[src/rtl/poly_mult_run_ctrl.sv]
// Run sequencer for a multi-cycle poly_mult core: repeats the operation a set
// number of times with optional LFSR-selected dummy runs, a timeout and a scope trigger.
module poly_mult_run_ctrl #(
    parameter int pDATA_WIDTH  = 128,
    parameter int pKEY_WIDTH   = 256,
    parameter int pCNT_WIDTH   = 8,
    parameter int pTIMEOUT_CYC = 4096,
    parameter int pTRIG_ALL    = 0,
    parameter int pMAX_DUMMY   = 3
) (
    input  logic                   clk,
    input  logic                   reset_i,
    input  logic                   start_i,
    input  logic [pKEY_WIDTH-1:0]  key_i,
    input  logic [pDATA_WIDTH-1:0] text_i,
    input  logic [pCNT_WIDTH-1:0]  repeat_i,
    input  logic                   dummy_en_i,
    input  logic [15:0]            seed_i,
    input  logic                   seed_load_i,
    output logic                   core_load_o,
    output logic [pKEY_WIDTH-1:0]  core_key_o,
    output logic [pDATA_WIDTH-1:0] core_data_o,
    input  logic [pDATA_WIDTH-1:0] core_data_i,
    input  logic                   core_busy_i,
    output logic [pDATA_WIDTH-1:0] result_o,
    output logic                   busy_o,
    output logic                   done_o,
    output logic                   trigger_o,
    output logic                   timeout_o,
    output logic [pCNT_WIDTH-1:0]  run_cnt_o,
    output logic [pCNT_WIDTH-1:0]  dummy_cnt_o
);

    localparam int TMO_W = (pTIMEOUT_CYC < 2) ? 1 : $clog2(pTIMEOUT_CYC);
    localparam int KREP  = (pKEY_WIDTH + 15) / 16;
    localparam int DREP  = (pDATA_WIDTH + 15) / 16;
    localparam logic [TMO_W-1:0]      TMO_LIM = TMO_W'(pTIMEOUT_CYC - 1);
    localparam logic [pCNT_WIDTH-1:0] CMAX    = pCNT_WIDTH'(pMAX_DUMMY);

    typedef enum logic [2:0] {IDLE, DECIDE, LOAD, WAIT, RUN, DONE} state_t;

    state_t                 state;
    logic [pKEY_WIDTH-1:0]  key_q;
    logic [pDATA_WIDTH-1:0] text_q;
    logic [pCNT_WIDTH-1:0]  rep_q;
    logic [pCNT_WIDTH-1:0]  consec;
    logic                   dummy_q;
    logic [15:0]            lfsr;
    logic [TMO_W-1:0]       tmo_cnt;

    logic [15:0]            lfsr_next;
    logic [KREP*16-1:0]     key_rep;
    logic [DREP*16-1:0]     data_rep;
    logic [pCNT_WIDTH-1:0]  consec_after;
    logic [pCNT_WIDTH-1:0]  run_next;
    logic                   dec_dummy;
    logic                   ahead_dummy;

    function automatic logic pick_dummy(input logic en, input logic [15:0] l,
                                        input logic [pCNT_WIDTH-1:0] c);
        return en && l[0] && (c < CMAX);
    endfunction

    function automatic logic qualifies(input logic d);
        return (pTRIG_ALL != 0) || !d;
    endfunction

    always_comb begin
        lfsr_next    = {lfsr[14:0], lfsr[15] ^ lfsr[13] ^ lfsr[12] ^ lfsr[10]};
        key_rep      = {KREP{lfsr_next}};
        data_rep     = {DREP{lfsr_next}};
        dec_dummy    = pick_dummy(dummy_en_i, lfsr_next, consec);
        consec_after = dummy_q ? consec + 1'b1 : consec;
        // Predicts the next DECIDE outcome so the trigger can stay high across DECIDE.
        ahead_dummy  = pick_dummy(dummy_en_i, lfsr_next, consec_after);
        run_next     = run_cnt_o + 1'b1;
    end

    assign busy_o = (state != IDLE);

    always_ff @(posedge clk) begin
        if (reset_i) begin
            state       <= IDLE;
            key_q       <= '0;
            text_q      <= '0;
            rep_q       <= '0;
            consec      <= '0;
            dummy_q     <= 1'b0;
            lfsr        <= 16'hACE1;
            tmo_cnt     <= '0;
            core_load_o <= 1'b0;
            core_key_o  <= '0;
            core_data_o <= '0;
            result_o    <= '0;
            done_o      <= 1'b0;
            trigger_o   <= 1'b0;
            timeout_o   <= 1'b0;
            run_cnt_o   <= '0;
            dummy_cnt_o <= '0;
        end else begin
            core_load_o <= 1'b0;
            case (state)
                IDLE: begin
                    if (seed_load_i) lfsr <= (seed_i == 16'h0000) ? 16'h0001 : seed_i;
                    if (start_i) begin
                        key_q       <= key_i;
                        text_q      <= text_i;
                        rep_q       <= (repeat_i == '0) ? pCNT_WIDTH'(1) : repeat_i;
                        run_cnt_o   <= '0;
                        dummy_cnt_o <= '0;
                        consec      <= '0;
                        timeout_o   <= 1'b0;
                        done_o      <= 1'b0;
                        state       <= DECIDE;
                    end
                end
                DECIDE: begin
                    lfsr        <= lfsr_next;
                    dummy_q     <= dec_dummy;
                    if (!dec_dummy) consec <= '0;
                    core_load_o <= 1'b1;
                    core_key_o  <= dec_dummy ? key_rep[pKEY_WIDTH-1:0] : key_q;
                    core_data_o <= dec_dummy ? data_rep[pDATA_WIDTH-1:0] : text_q;
                    trigger_o   <= qualifies(dec_dummy);
                    state       <= LOAD;
                end
                LOAD: begin
                    tmo_cnt <= '0;
                    state   <= WAIT;
                end
                WAIT, RUN: begin
                    tmo_cnt <= tmo_cnt + 1'b1;
                    if (state == RUN && !core_busy_i) begin
                        if (dummy_q) begin
                            if (dummy_cnt_o != '1) dummy_cnt_o <= dummy_cnt_o + 1'b1;
                            consec    <= consec_after;
                            trigger_o <= qualifies(1'b1) && qualifies(ahead_dummy);
                            state     <= DECIDE;
                        end else begin
                            result_o  <= core_data_i;
                            run_cnt_o <= run_next;
                            if (run_next == rep_q) begin
                                trigger_o <= 1'b0;
                                done_o    <= 1'b1;
                                state     <= DONE;
                            end else begin
                                trigger_o <= qualifies(1'b0) && qualifies(ahead_dummy);
                                state     <= DECIDE;
                            end
                        end
                    end else if (tmo_cnt == TMO_LIM) begin
                        timeout_o <= 1'b1;
                        done_o    <= 1'b1;
                        trigger_o <= 1'b0;
                        state     <= DONE;
                    end else if (state == WAIT && core_busy_i) begin
                        state <= RUN;
                    end
                end
                DONE: begin
                    state <= IDLE;
                end
                default: state <= IDLE;
            endcase
        end
    end

endmodule
[config.mk]
export PLATFORM = sky130hd
export DESIGN_NAME = poly_mult_run_ctrl
export DESIGN_NICKNAME = d
export VERILOG_FILES = /design/src/rtl/poly_mult_run_ctrl.sv
export SDC_FILE = /design/constraint.sdc
export NUM_CORES = 2
export LEC_CHECK = 0
export BUFFER_PORTS_ARGS = -buffer_cell sky130_fd_sc_hd__buf_2
export CAP_MARGIN = 10
export CORE_AREA = 2 2 421 423
export DETAILED_ROUTE_END_ITERATION = 16
export DIE_AREA = 0 0 423 425
export MAX_ROUTING_LAYER = met4
export PLACE_DENSITY_LB_ADDON = 0.1
export SLEW_MARGIN = 20
export SYNTH_ARGS = -nofsm -noshare
export SYNTH_HDL_FRONTEND = slang
export SYNTH_SLANG_ARGS = --single-unit
[constraint.sdc]
create_clock -name clk -period 2.7 [get_ports clk]
set_clock_uncertainty 0.05 [all_clocks]
set_input_delay 0.135 -clock clk [delete_from_list [all_inputs] [get_ports clk]]
set_output_delay 0.135 -clock clk [all_outputs]
set_load 0.005 [all_outputs]
Word level (Yosys, flattened, before mapping)
Index checks and enable logic that the tools add are counted.
{"block": "op_classes", "n_addsub": 4, "magnitude_cmp": 2, "n_eq_ne": 20, "mux": 41, "n_bitwise": 4, "reduce_logical": 28}
{"op": "2-to-1 mux 256 bit", "count": 1}
{"op": "2-to-1 mux 128 bit", "count": 1}
{"op": "2-to-1 mux 8 bit", "count": 11}
{"op": "2-to-1 mux 16 bit", "count": 2}
{"op": "one-hot mux 16 bit (2 select lines)", "count": 1}
{"op": "one-hot mux 8 bit (2 select lines)", "count": 2}
{"op": "adder 8 x 1 -> 8 bit, second input constant", "count": 3}
{"op": "one-hot mux 12 bit (2 select lines)", "count": 1}
{"op": "one-hot mux 8 bit (3 select lines)", "count": 1}
{"op": "2-to-1 mux 3 bit", "count": 6}
{"op": "!= test 2 bit, second input constant", "count": 9}
{"op": "logical NOT 16 bit", "count": 1}
{"op": "less-than comparator 8 x 2 -> 1 bit, second input constant", "count": 2}
{"op": "AND reduction 5 bit", "count": 3}
{"op": "adder 12 x 1 -> 12 bit, second input constant", "count": 1}
{"op": "== test 12 bit, second input constant", "count": 1}
{"op": "one-hot mux 3 bit (4 select lines)", "count": 1}
{"op": "2-to-1 mux 1 bit", "count": 11}
{"op": "!= test 3 bit, second input constant", "count": 3}
{"op": "== test 8 bit", "count": 1}
{"op": "logical NOT 8 bit", "count": 1}
{"op": "!= test 8 bit, second input constant", "count": 1}
{"op": "AND reduction 2 bit", "count": 4}
{"op": "AND reduction 4 bit", "count": 2}
{"op": "other kinds (14)", "count": 29}
{"block": "totals", "register_bits": 964, "out_inout_bits": 533, "wordCells": 116}

Longest topological paths before layout
{"block": "depth", "ltp_word": 10, "depth_mapped": 9}

Worst setup path after synthesis
OpenSTA, ideal clock, no wires.
{"block": "synth_path", "path_type": "register -> register", "start": "register consec[0]", "end": "register core_key_o[149]", "setup_ns": 0.132, "t_arrival_ns": 2.106, "required_time_ns": 2.518, "path_slack_ns": 0.412, "stages_incl_launch_ff": 10, "path_buffers": 4, "synth_period_minus_slack_ns": 2.288, "cell_sequence": "dfxtp_1 > ha_1 > or4_4 > buf_6 > or3_1 > buf_2 > buf_6 > buf_6 > a21oi_2 > a21oi_1"}
{"block": "synth_via", "elab_chain_len": 3}
{"element": "from (decl)", "line_no": "46", "text": "logic [pCNT_WIDTH-1:0] consec;"}
{"element": "from (signal assigned)", "line_no": "136", "text": "consec <= consec_after;"}
{"element": "less-than comparator 8 x 2 -> 1 bit", "line_no": "61", "text": "return en && l[0] && (c < CMAX);"}
{"element": "logical AND 1 bit", "line_no": "61"}
{"element": "2-to-1 mux 256 bit", "line_no": "122", "text": "core_key_o <= dec_dummy ? key_rep[pKEY_WIDTH-1:0] : key_q;"}
{"element": "to (signal assigned)", "line_no": "122"}
{"element": "to (decl)", "line_no": "21", "text": "output logic [pKEY_WIDTH-1:0] core_key_o,"}
No other way between the ends.
A chain may end at the register's enable or synchronous reset.

Final worst setup path
{"block": "layout_path", "start": "register state[0]", "end": "register key_q[33]"}
{"block": "layout_via", "elab_chain_len": 2}
{"element": "from (decl)", "line_no": "42", "text": "state_t state;"}
{"element": "from (signal assigned)", "line_no": "83", "text": "state <= IDLE;"}
{"element": "from (signal assigned)", "line_no": "114", "text": "state <= DECIDE;"}
{"element": "from (signal assigned)", "line_no": "125", "text": "state <= LOAD;"}
{"element": "logical NOT 3 bit", "line_no": "102", "text": "case (state)"}
{"element": "AND reduction 2 bit (no source line)"}
{"element": "to (signal assigned)", "line_no": "106", "text": "key_q <= key_i;"}
{"element": "to (decl)", "line_no": "43", "text": "logic [pKEY_WIDTH-1:0] key_q;"}
No other way between the ends.

==> run summary <==
Status: finished, final reports clean
CTS Buf Count: 117
CP Launch Point: state[0]$_SDFFE_PP0P_
Vias in the first global route: 36430
Share of layout cells above drive strength 1: 25.80%
CP top delay family: buffers and inverters
Unrepaired setup endpoints after global routing: false
Initial DRC count: 2000
Cell Pwr Density: 830.7 nW/um2
Core ar.: 175300 um2
Largest stage delay, worst path: 0.58 ns
Leak: 22.39 nW
Largest net degree at the start of global routing: 135
WP buf/inv: 5
Sequential fraction of the synthesis area: 53.11%
Die width: 423 um
Mapped cell area: 36330 um2
Routability congestion estimate: 0.8283
Startpoint types: flop
Sink Count: 964
Drt first pass iters: 5
Finished Cell Area: 54730 um2
Hold path start: dummy_en_i
Grt ovf: 0
Post-DR vias/cell: 4.429
Kind of critical path: reg -> reg
Mapped Cells: 4423
Max-cap violations: 0
Post-synthesis net count: 4970
Setup TNS: 0 ns
Initial core utilization: 20.72%
Clk pin slew, worst setup/hold paths: 0.06 ns
Synth Flop Type: dfxtp_1
Rel. slew slack: 45.94%
Num rows: 154
Synth-to-Final Area Change: 50.61%
DP HPWL: 125800 um
Fill cells: 18910
Cell area after placement: 44740 um2
DRT Wirelength: 183900 um
Global-route wire length before repair: 259900 um
Crit Reg-Reg Endpoint: key_q[33]$_SDFFE_PP0P_
Reg2reg setup slack: 0.20 ns
Post-layout min period: 2.499 ns
Final Hold Vio Count: 0
Final setup vio count: 0
Ys Warns: 0
Worst-path cell chain: buf_4 -> nor3_2 -> buf_4 -> and2_4 -> buf_12 -> buf_12 -> nand2_1 -> a21oi_1 -> dlygate4sd3_1
Distinct cell type count of the synthesized netlist: 66
Maximum clock path buffer count: 3
Pins Over Slew Limit: 0
H-tree Lvls: 3
Worst path arrival time: 3.15 ns
DRC viols: 0
Die height: 425 um
Actual slew at the worst max-slew pin: 0.8108 ns
Reg2reg path depth: 9
Count of state elements after synthesis: 964
PortBufs: 1074
Hold path cells: 6
Hold Path Class: in -> reg
Ys async rst share: 0%
Maximum VDD drop: 0.4687 mV
Req. time, crit path: 3.35 ns
Initial antenna violation count: 38
I/O pins: 1075
DR vias: 37340
Routed wire length per instance: 21.82 um
Final net count: 6508
Antenna viol nets, final: 0
RR Startpoint: state[0]$_SDFFE_PP0P_
Syn Area/Cell: 8.215 um2
Worst Hold End: dummy_q$_SDFFE_PP0P_
Post-synth EDFFs: 0
CTS tree: done
GRT Overall Usage: 20.07%
CP endpoint kind: flop
Worst skew pair latency: 0.76 ns
Crit path max-delay cell type: dlygate4sd3_1
Fin crit share: 92.55%
Die area: 179800 um2
CP max FO: 35
Max Freq: 400.2 MHz
Clk root buf: clkbuf_16
-- timing repair --
item / in CTS / in global routing
hold buffers: 600 / 0
buffers inserted: 0 / 1
resized for setup: 0 / 2
endpoints found under the hold margin: 562 / 0
setup endpoints to repair: 0 / 33
-- tightest hold or removal path, delay by kind of cell --
family          cells  cell delay, ns
simple gates        3            0.38
buf+inv             2            0.28
compound gates      1            0.05
-- worst max path at each step --
stage | endpoint | slack, ns | cells after the start
4_1_cts | text_q[69]$_SDFFE_PP0P_ | 0.01 | 9
6_report | key_q[33]$_SDFFE_PP0P_ | 0.20 | 9
3_3_place_gp | core_key_o[68]$_SDFFE_PP0P_ | 0.26 | 6
2_1_floorplan | core_key_o[149]$_SDFFE_PP0P_ | 0.41 | 9
3_5_place_dp | core_key_o[62]$_SDFFE_PP0P_ | 0.23 | 6
5_1_grt | key_q[33]$_SDFFE_PP0P_ | 0.01 | 9
-- layer usage --
layer | wire, um | global-route usage, % | vias up
li1 | - | - | 18250
met1 | 74640 | 22.63 | 17690
met2 | 89920 | 33.72 | 1101
met3 | 10290 | 4.584 | 299
met4 | 9090 | 9.181 | 0
met5 | 0 | - | -
-- where the power goes --
| part | switching [mW] | total [mW] | internal (mW) |
|---|---|---|---|
| Combinational | 7.78 | 12.3 | 4.56 |
| Sequential | 1.07 | 17.1 | 16.0 |
| Clock | 6.68 | 16.0 | 9.37 |
| Total | 15.5 | 45.5 | 29.9 |
-- logic make-up after synthesis --
logic type / after synthesis / synth area share [%]
flops: 964 / 53.11
mux: 3 / 0.08609
compound gates: 1760 / 26.14
simple gates: 1260 / 14.40
fa+ha+maj: 5 / 0.1722
buf+inv: 414 / 5.589
xor+xnor: 17 / 0.5028
-- synth_stat cells (all sizes together), types with 2 or more instances --
library cell | number | area share (%)
clkbuf | 298 | 3.1
a21oi | 1288 | 19
a31oi | 5 | 0.086
or4b | 2 | 0.055
o21a | 3 | 0.062
o22ai | 6 | 0.10
buf | 105 | 2.4
nand4 | 7 | 0.12
nor4 | 9 | 0.28
o21bai | 3 | 0.062
inv | 10 | 0.10
and3b | 2 | 0.048
mux2i | 2 | 0.055
dfxtp | 964 | 53
nand3 | 17 | 0.23
nor2 | 61 | 0.63
xnor2 | 14 | 0.43
nor2b | 3 | 0.052
a211oi | 7 | 0.14
and4 | 5 | 0.12
nand3b | 6 | 0.12
a221oi | 11 | 0.27
and2 | 7 | 0.12
o211a | 2 | 0.055
nor4b | 13 | 0.68
nand2b | 4 | 0.069
or2 | 2 | 0.034
o211ai | 3 | 0.062
o311ai | 2 | 0.048
nand2 | 1084 | 11
o21ai | 408 | 5.6
nor3 | 17 | 0.23
or3 | 13 | 0.22
a2111oi | 4 | 0.096
ha | 5 | 0.17
a311oi | 7 | 0.17
xor2 | 3 | 0.072
and3 | 4 | 0.069
-- sequential cells by signal (all words and copies together) (netlist names), 3 cells and up --
signal / cells
core_data_o: 128
consec: 8
key_q: 256
state: 3
dummy_cnt_o: 8
core_key_o: 256
result_o: 128
lfsr: 16
run_cnt_o: 8
rep_q: 8
tmo_cnt: 12
text_q: 128
-- cell usage in the layout (no fill, tap or decap), drive strengths merged, types with 18 or more instances in the layout --
cell type    Yosys  routed
a21oi         1288    1288
dlygate4sd3      0     600
clkbuf         298     189
dfxtp          964     964
o21ai          408     408
buf            105    1222
diode            0      32
clkinv           1      18
nand2         1084    1084
nor2            61      61
-- through the flow --
stage               power (mW)  instances  util [%]  worst slack, ns  hold WS (ns)
floorplan                23.18       4423         -           0.4116        0.2080
global placement         29.12       7581     25.51           0.2632        0.3266
detailed placement       29.13       7581     25.51           0.2286        0.3321
CTS                      46.31       8397     31.15          0.01447      0.001158
global route             47.89       8428     31.21          0.01137       0.05719
finish                   45.46       8430     31.21           0.2012       0.09555
-- cell type report --
type	count	area, um2	share of cell area [%]
well taps	2340	2928	5.350
flip-flops and latches	964	19300	35.26
diodes	32	80.08	0.1463
repair buffers	1822	13390	24.46
inverters	11	48.80	0.08917
clock buffers	189	3562	6.509
clock inverters	27	319.1	0.5830
multi-input cells	3045	15100	27.60
(Power assumes the default switching activity.)
